<file path="src/rtl/rr_arbiter4.sv">
// rr_arbiter4 -- four-way round-robin arbiter with a bounded hold time.
//
// An owner keeps the shared resource while it requests it, but once it has
// held it for MAX_HOLD cycles and someone else is waiting, ownership rotates
// to the next requester in round-robin order. Every output is registered.
//
// Ports
//   clk       rising-edge clock
//   rst_n     asynchronous active-low reset
//   req[3:0]  request vector, bit i = requester i wants the resource
//   grant     registered one-hot grant, all-zero when nobody owns it
//   grant_id  index of the current owner, 0 when idle
//   idle      high when grant is all-zero
//   valid     high when grant has exactly one bit set
//   switch    one-cycle pulse on the first cycle a new owner is shown
module rr_arbiter4 #(
  parameter int MAX_HOLD = 8
) (
  input  logic       clk,
  input  logic       rst_n,
  input  logic [3:0] req,
  output logic [3:0] grant,
  output logic [1:0] grant_id,
  output logic       idle,
  output logic       valid,
  output logic       switch
);

  typedef enum logic {IDLE, OWNED} state_t;

  localparam logic [3:0] HOLD_LIMIT = 4'(MAX_HOLD - 1);

  state_t     state, stateNext;
  logic [1:0] ptr, ptrNext;
  logic [3:0] hcnt, hcntNext;
  logic [3:0] grantNext;
  logic [1:0] idNext;
  logic       switchNext;

  // Candidates for a new grant: in OWNED the current owner is excluded, so a
  // handoff or a forced rotation always lands on a different requester.
  logic [3:0] cand;
  logic       others;
  logic       pickFound;
  logic [1:0] pickIdx;
  logic [1:0] scanIdx;

  always_comb begin
    cand = (state == OWNED) ? (req & ~grant) : req;
    others = |(req & ~grant);
    pickFound = 1'b0;
    pickIdx = 2'd0;
    scanIdx = 2'd0;
    for (int k = 0; k < 4; k++) begin
      scanIdx = ptr + 2'(k);
      if (!pickFound && cand[scanIdx]) begin
        pickFound = 1'b1;
        pickIdx = scanIdx;
      end
    end
  end

  always_comb begin
    stateNext = state;
    ptrNext = ptr;
    hcntNext = hcnt;
    grantNext = grant;
    idNext = grant_id;
    switchNext = 1'b0;
    unique case (state)
      IDLE: begin
        if (pickFound) begin
          stateNext = OWNED;
          grantNext = 4'b0001 << pickIdx;
          idNext = pickIdx;
          ptrNext = pickIdx + 2'd1;
          hcntNext = 4'd0;
          switchNext = 1'b1;
        end
      end
      OWNED: begin
        if (!req[grant_id]) begin
          // Owner released; hand off directly if anyone else is waiting.
          if (others) begin
            grantNext = 4'b0001 << pickIdx;
            idNext = pickIdx;
            ptrNext = pickIdx + 2'd1;
            hcntNext = 4'd0;
            switchNext = 1'b1;
          end else begin
            stateNext = IDLE;
            grantNext = 4'd0;
            idNext = 2'd0;
            hcntNext = 4'd0;
          end
        end else if (hcnt == HOLD_LIMIT) begin
          // Hold budget exhausted: rotate if contended, otherwise saturate.
          if (others) begin
            grantNext = 4'b0001 << pickIdx;
            idNext = pickIdx;
            ptrNext = pickIdx + 2'd1;
            hcntNext = 4'd0;
            switchNext = 1'b1;
          end
        end else begin
          hcntNext = hcnt + 4'd1;
        end
      end
      default: begin
        stateNext = IDLE;
        grantNext = 4'd0;
        idNext = 2'd0;
      end
    endcase
  end

  // All state and outputs are registered; idle/valid derive from grantNext so
  // they always describe the grant shown in the same cycle.
  always_ff @(posedge clk or negedge rst_n) begin
    if (!rst_n) begin
      state <= IDLE;
      ptr <= 2'd0;
      hcnt <= 4'd0;
      grant <= 4'd0;
      grant_id <= 2'd0;
      idle <= 1'b1;
      valid <= 1'b0;
      switch <= 1'b0;
    end else begin
      state <= stateNext;
      ptr <= ptrNext;
      hcnt <= hcntNext;
      grant <= grantNext;
      grant_id <= idNext;
      idle <= (grantNext == 4'd0);
      valid <= (grantNext != 4'd0);
      switch <= switchNext;
    end
  end

endmodule

</file>
<file path="config.mk">
export PLATFORM = sky130hd
export DESIGN_NAME = rr_arbiter4
export DESIGN_NICKNAME = d
export VERILOG_FILES = /design/src/rtl/rr_arbiter4.sv
export SDC_FILE = /design/constraint.sdc
export NUM_CORES = 1
export LEC_CHECK = 0
export BUFFER_PORTS_ARGS = -buffer_cell sky130_fd_sc_hd__buf_2
export CAP_MARGIN = 20
export CORE_MARGIN = 2
export CORE_UTILIZATION = 34
export DETAILED_ROUTE_END_ITERATION = 16
export MAX_ROUTING_LAYER = met4
export PLACE_DENSITY_LB_ADDON = 0.05
export SYNTH_ARGS = -nofsm -noshare
export SYNTH_HDL_FRONTEND = slang
export SYNTH_SLANG_ARGS = --single-unit
</file>
<file path="constraint.sdc">
create_clock -name clk -period 2.3 [get_ports clk]
set_input_delay 0.23 -clock clk [delete_from_list [all_inputs] [get_ports clk]]
set_output_delay 0.23 -clock clk [all_outputs]
set_load 0.005 [all_outputs]
</file>
# Word-level counts from Yosys, hierarchy flattened
# Index checks and enable logic that the tools add are counted.
[classes]
bitwise = 3
reduce_logical = 12
order_cmp = 5
n_eq_ne = 5
add_sub_neg = 5
mux = 48
shifts = 1
[ops]
columns = ["op", "count"]
rows = [
  ["2-to-1 mux 4 bit", 10],
  ["2-to-1 mux 2 bit", 13],
  ["case mux 4 bit (2 select lines)", 2],
  ["less-than comparator 2 x 3 -> 1 bit, second input constant", 5],
  ["2-to-1 mux 1 bit", 14],
  ["binary-select mux 1 bit (select 2 bit)", 5],
  ["case mux 2 bit (2 select lines)", 2],
  ["adder 2 x 1 -> 2 bit, second input constant", 2],
  ["adder 2 bit, second input constant", 2],
  ["adder 4 x 1 -> 4 bit, second input constant", 1],
  ["bitwise AND 4 bit", 1],
  ["equality test 4 x 3 -> 1 bit, second input constant", 1],
  ["logical NOT 4 bit", 1],
  ["!= test 4 bit, second input constant", 1],
  ["inverter 4 bit", 1],
  ["case mux 1 bit (2 select lines)", 2],
  ["AND reduction 2 bit", 2],
  ["nonzero test 4 bit", 1],
  ["OR reduction 4 bit", 1],
  ["left shift 1 x 2 -> 4 bit, first input constant", 1],
  ["logical AND 1 bit", 3],
  ["logical NOT 1 bit", 3],
  ["!= test 3 x 2 -> 1 bit, second input constant", 1],
  ["!= test 3 bit, second input constant", 1],
  ["3 further kinds", 3],
]
[word_totals]
output_inout_bits = 9
inputBits = 6
ff_bits = 16
wordCells = 87

# Depth between registers and ports, before layout
# Gate-level depths: netlist (run 1).
[depth]
ltp_word = 21
ltp_mapped = 9

# Worst setup path after synthesis (run 1)
# Ideal clock, no wire load.
[synth_path]
path_type = "register to register"
startpoint = "register ptr[0]"
endpoint = "register valid"
setup_ps = 148
path_stages_with_launch = 9
slack_ps = -124
required_ps = 2152
t_arrival_ps = 2276
path_cell_list = "dfrtp_1 -> mux2_2 -> a21oi_4 -> or4b_1 -> nand4b_2 -> nor2_1 -> ha_1 -> nor4_1 -> o22ai_1"
[synth_via]
elab_chain_len = 18
elab_cells_between_ends = 33
classes_between = "add/sub (3); shift (1); mux (22); reduce/logical (7)"
[synth_lines]
columns = ["element", "line_no", "text"]
rows = [
  ["from (decl)", "34", "logic [1:0] ptr, ptrNext;"],
  ["from (signal assigned)", "131", "ptr <= ptrNext;"],
  ["parallel branches: the longest is 16 deep, another holds adder 2 x 1 -> 2 bit", "--", ""],
  ["case mux 4 bit (2 select lines) (*)", "70", "unique case (state)"],
  ["nonzero test 4 bit (*)", "136", "valid <= (grantNext != 4'd0);"],
  ["to (signal assigned)", "136", ""],
  ["to (decl)", "25", "output logic valid,"],
]
# Every way passes the cells marked *. The select of a mux whose other input is x is not followed.
# A chain may end at the register's enable or synchronous reset.

# Worst setup path in the final report (run 1)
# Ends and elaborated chain as after synthesis.

==> out/qor.yml, run 1 <==
synthesis:
  synth_top_family_by_area: "compound AO/OA/AOI/OAI gates"
  yosys_most_used_dff: "dfrtp_1"
  yosysMostFrequentCell: "dfrtp_1"
  yosys_register_bits: 16
  synth.area.mux_share_pct: 10.74
  synth_edf_count: 0
  syn-cell-area_um2: 1119
  synth_nets: 119
  synth_compound_area_share_pct: 24.61
  synth_area_leaders: "dfrtp_1, ha_1, mux2_2"
  synthAdderAreaFrac_pct: 5.593
  synth_top_area_share_pct: 33.56
  synthSimpleGateAreaFrac_pct: 17.67
  syn_inst: 108
  synth.top_cells.by_count: "dfrtp_1, nand2_1, inv_1, ha_1"
  seq_area_frac_synth_pct: 35.91
  synth_xor_area_share_pct: 0
  synthArstFlopShare_pct: 100.0
  synth_cell_types: 45
  synth.largest_area_cell: "dfrtp_1"
  avgSynthCellArea_um2: 10.36
  ys_warn_count: 0
sta:
  max_freq_mhz: 415.8
  final.setup_skew_ps: 5.007
  max_slew_margin_pct: 69.72
  rsz0062_at_grt: "yes"
  layout_setup_ws_ps: -105.0
  period_minus_slack_ps: 2405
  setup_violations: 3
  hold_violations: 0
  holdWs_ps: 374.7
  period_share_pct: 104.6
  tightestPinTransition_ps: 450.0
  slew_viol_final: 0
placement:
  port_buffers: 14
  post-place-ws_ps: -158.6
  hpwl_mm: 2.169
  gp_congestion: 0.8026
die:
  die_y_um: 61.36
  core_um2: 3103
  ioPinCount: 15
  start_util_pct: 36.05
  rows: 20
  die_w_um: 61.36
  dieArea_um2: 3764
clocking:
  numCtsBuffers: 3
  cts.htree.levels: 1
  clkTransAtPathRegs_ps: 100
  clockBufferDepth: 2
  clkSinkCount: 16
  clk_latency_ps: 290
  tritoncts: "done"
  clockRootBuffer: "clkbuf_4"
power:
  p_switching_uw: 978.1
  power.share.clock_pct: 8.2
  power.density_nw_per_um2: 1544
  ir_drop_mv: 0.5992
  p_seq_share_pct: 21.9
  pwr-share-comb_pct: 69.8
  swShare_pct: 41.65
  p_int_mw: 1.370
  total_power_mw: 2.348
  leakage_nw: 0.7038
hold_path:
  min_path_type: "input port to async pin"
detailed_routing:
  ant_nets: 0
  drtIter0Drc: 28
  dr_total_vias: 972
  avgViaCountPerCell: 5.143
  wire_per_inst_um: 15.40
  dr.pass1.iters: 4
  routed_wl_mm: 2.911
  drc: 0
cells_and_area:
  post-route-util_pct: 49.03
  drive_gt1_share_pct: 46.21
  area_delta_synth_final_pct: 36.02
  n_antenna_cell: 0
  nNetsFinal: 157
global_routing:
  grt_usage_pct: 17.95
  grt_pass1_vias: 988
  grt_pass1_wl_mm: 4.698
  antenna_found_initial: 0
  overflow: 0
  grt_max_degree: 17
setup_path:
  r2r_cells: 8
  path_class: "flip-flop to flip-flop"
  start_kind: "flip-flop"
  crit_arrival_ps: 2570
  cp_max_fo: 7
  end_kind: "flip-flop"
  critPathRequiredTime_ps: 2460
outcome:
  violations: "setup timing"
  outcome: "finished with violations"
run:
  cap_violations: 0
==> repair_timing <==
action	CTS	global route
setup endpoints to repair	5	5
pin swaps	5	4
setup buffers	2	1
endpoints found under the hold margin	15	0
hold buffers	1	0
gates resized for setup	9	7
==> power groups by stage <==
stage	sequential [mW]	clock [mW]	combinational, mW
final	0.515	0.193	1.64
after global routing	0.530	0.206	1.79
after CTS	0.510	0.198	1.55
after detailed placement	0.516	0	1.33
after global placement	0.512	0	1.33
after floorplan	0.497	0	0.857
==> worst paths after layout <==
kind | start | end | slack (ps)
max | ptr[0] | valid | -100
min | rst_n | grant_id[1] | 370
min in group clk | req[0] | state | 390
max reg2reg | ptr[0] | valid | -100
min reg2reg | hcnt[1] | hcnt[1] | 540
max in group asynchronous | rst_n | idle | 1610
==> stage by stage <==
stage	cell area, um^2	instances	setup TNS (ps)
4_1_cts	1480	188	-273.7
3_5_place_dp	1374	181	-379.1
2_1_floorplan	1146	108	0
6_report	1521	189	-189.5
3_3_place_gp	1374	181	-312.1
5_1_grt	1521	189	-432.8
==> per-layer routing <==
metal / vias up / track usage (%) / part of all wire [%]
met3: 2 / 2.521 / 2.0
met5: - / - / 0
met2: 14 / 28.88 / 48
met4: 0 / 5.471 / 0.65
met1: 477 / 23.53 / 50
li1: 479 / - / -
==> flip-flops by register name, indices dropped and copies added, names as in the netlist <==
name and flops:
valid 1, idle 1, switch 1, state 1, ptr 2, hcnt 4, grant 4, grant_id 2
==> final cells by class <==
class	count	area, um^2
Clock buffer	4	36.28
Fill cell	320	1582
Inverter	9	36.28
Multi-Input combinational cell	81	753.2
Sequential cell	16	402.9
Tap cell	44	55.05
Timing Repair Buffer	35	237.7
==> critical path: stages (launching register included) <==
cell and delay [ps]:
dfrtp_2 480, mux2_4 330, a21oi_4 190, a21oi_2 70
o31a_2 350, or2_4 270, ha_4 180, nor4_4 290
o22ai_1 110
==> cell usage in the layout, fill, tap and decap left out, types with 3 or more instances in the layout <==
cell      netlist  layout
nand3_1         3       3
nor2b_1         4       4
a22o_1          3       3
nand2_1        12      12
inv_1           8       8
nor2_1          4       3
buf_4           0      18
dfrtp_1        15      14
ha_4            0       3
o21ai_0         3       3
buf_2           0      14
o211ai_1        3       3
clkbuf_4        0       3
mux2_2          4       3
a21oi_2         3       3
==> logic make-up after synthesis <==
kind of cell	count (synthesis)
muxes	9
AOI/OAI and AO/OA	31
DFF	16
and+or+nand+nor	36
adders and majority gates	5
buffers and inverters	11
No activity file was read; power rests on OpenSTA's default activity.
==> run 2: changes to the inputs <==
BUFFER_PORTS_ARGS = unset   (was -buffer_cell sky130_fd_sc_hd__buf_2)
DONT_BUFFER_PORTS = 1   (was unset)
==> run 2 against run 1 <==
Net effect:
- the flow still finishes with violations (setup timing)
- worst setup slack improved by 43 ps
- via count down 3.6%
- register-to-register slack better by 40 ps
- global-route usage fell by 0.16 points
- worst hold slack got worse by 190 ps
- clock power about the same
- cell count shrank 5.8%
- routed wire length is 1.0% lower
- sequential cell count unchanged
- critical path depth unchanged
- clock skew is 3.4 ps higher
- critical endpoint unchanged
- largest cell class unchanged
- largest power group unchanged
==> out/qor.yml, run 2 (synthesized netlist as in run 1, its figures left out) <==
cells_and_area:
  n_fill_cell: 303
  drive_gt1_share_pct: 43.28
  stdcell_area_um2: 1483
  area_delta_synth_final_pct: 32.55
  n_antenna_cell: 0
  post-route-util_pct: 47.78
  nNetsFinal: 146
  final_cells: 178
  layout_common_cells: "buf_4, dfrtp_1, nand2_1"
  mostFrequentLayoutCell: "buf_4"
  top_regs: "grant x4, hcnt x4"
die:
  core_um2: 3103
  rows: 20
  die_y_um: 61.36
  dieArea_um2: 3764
  die_w_um: 61.36
  ioPinCount: 15
  start_util_pct: 36.05
power:
  power.density_nw_per_um2: 1599
  ir_drop_mv: 0.6455
  pwr-share-comb_pct: 69.5
  power.share.clock_pct: 8.2
  p_int_mw: 1.400
  swShare_pct: 40.98
  total_power_mw: 2.371
  leakage_nw: 0.6704
  p_seq_share_pct: 22.2
  p_switching_uw: 971.8
setup_path:
  end_kind: "flip-flop"
  crit_arrival_ps: 2530
  start_kind: "flip-flop"
  critPathRequiredTime_ps: 2460
  cp_max_fo: 7
  path_class: "flip-flop to flip-flop"
detailed_routing:
  dr_wl_met3_um: 133
  ant_nets: 0
  drtIter0Drc: 58
  routed_wl_mm: 2.881
  drc: 0
  avgViaCountPerCell: 5.264
  m1WireLength_mm: 1.415
  routed.top_layer: "met4"
  dr.pass1.iters: 4
  wire_per_inst_um: 16.19
  dr_total_vias: 937
  met2_length_mm: 1.314
sta:
  tightestPinTransition_ps: 754.3
  setup_violations: 3
  period_minus_slack_ps: 2362
  hold_violations: 0
  layout_setup_ws_ps: -61.91
  period_share_pct: 102.7
  max_slew_margin_pct: 49.54
  max_freq_mhz: 423.4
  final.setup_skew_ps: 8.453
  slew_viol_final: 0
  rsz0062_at_grt: "yes"
  holdWs_ps: 180.1
  finalSetupTns_ps: -131.5
placement:
  dp.cells: 171
  gp_congestion: 0.7860
  post-place-ws_ps: -139.4
  place_area_um2: 1334
  hpwl_mm: 2.187
  port_buffers: 0
global_routing:
  antenna_found_initial: 0
  overflow: 0
  grt_usage_pct: 17.79
  grt_max_degree: 17
  grt_pass1_vias: 937
  grt_pass1_wl_mm: 4.650
outcome:
  violations: "setup timing"
  outcome: "finished with violations"
run:
  cap_violations: 0
hold_path:
  min_path_type: "input port to flip-flop"
clocking:
  tritoncts: "done"
  clockBufferDepth: 2
  numCtsBuffers: 3
  clkTransAtPathRegs_ps: 110
  clkSinkCount: 16
  clockRootBuffer: "clkbuf_4"
  clk_latency_ps: 290
  cts.htree.levels: 1
run 2: critical path: stages (launching register included):
cell and delay (ps):
dfrtp_2 480, mux2_4 330, a21oi_4 190, nor2b_1 70, o31a_2 350, or2_4 260
ha_2 220, nor4_4 220, o22ai_1 100
run 2: worst paths after layout:
path | startpoint | endpoint | slack (ps) | cells after the start
max | ptr[0] | valid | -60 | 8
min | req[0] | state | 180 | 3
max reg2reg | ptr[0] | valid | -60 | 8
min reg2reg | hcnt[1] | hcnt[1] | 530 | 1
max in group asynchronous | rst_n | ptr[0] | 1350 | 1
min in group asynchronous | rst_n | hcnt[1] | 430 | 1
run 2: repair_timing:
item / 4_1_cts / 5_1_grt
setup endpoints to repair: 4 / 7
gates cloned: 0 / 0
hold endpoints to repair: 16 / 0
setup buffers: 2 / 0
gates resized for setup: 7 / 15
pin swaps: 0 / 2
hold buffers: 1 / 0
run 2: cell type report:
type	instances	area [um^2]	share of cell area, %
Clock buffer	4	36.28	2.447
Sequential cell	16	402.9	27.17
Tap cell	44	55.05	3.713
Multi-Input combinational cell	81	750.7	50.63
Inverter	9	36.28	2.447
Timing Repair Buffer	24	201.4	13.59
run 2: power by group through the flow:
| stage | logic [mW] | clock network (mW) | registers [mW] |
|---|---|---|---|
| CTS | 1.45 | 0.201 | 0.526 |
| detailed placement | 1.30 | 0 | 0.529 |
| floorplan | 0.857 | 0 | 0.497 |
| global route | 1.79 | 0.214 | 0.546 |
| finish | 1.65 | 0.195 | 0.527 |
| global placement | 1.30 | 0 | 0.527 |
run 2: metal layers:
layer | vias up | track usage (%)
li1 | 463 | -
met1 | 451 | 24.51
met2 | 21 | 26.90
met3 | 2 | 2.311
met4 | 0 | 6.383
met5 | - | -
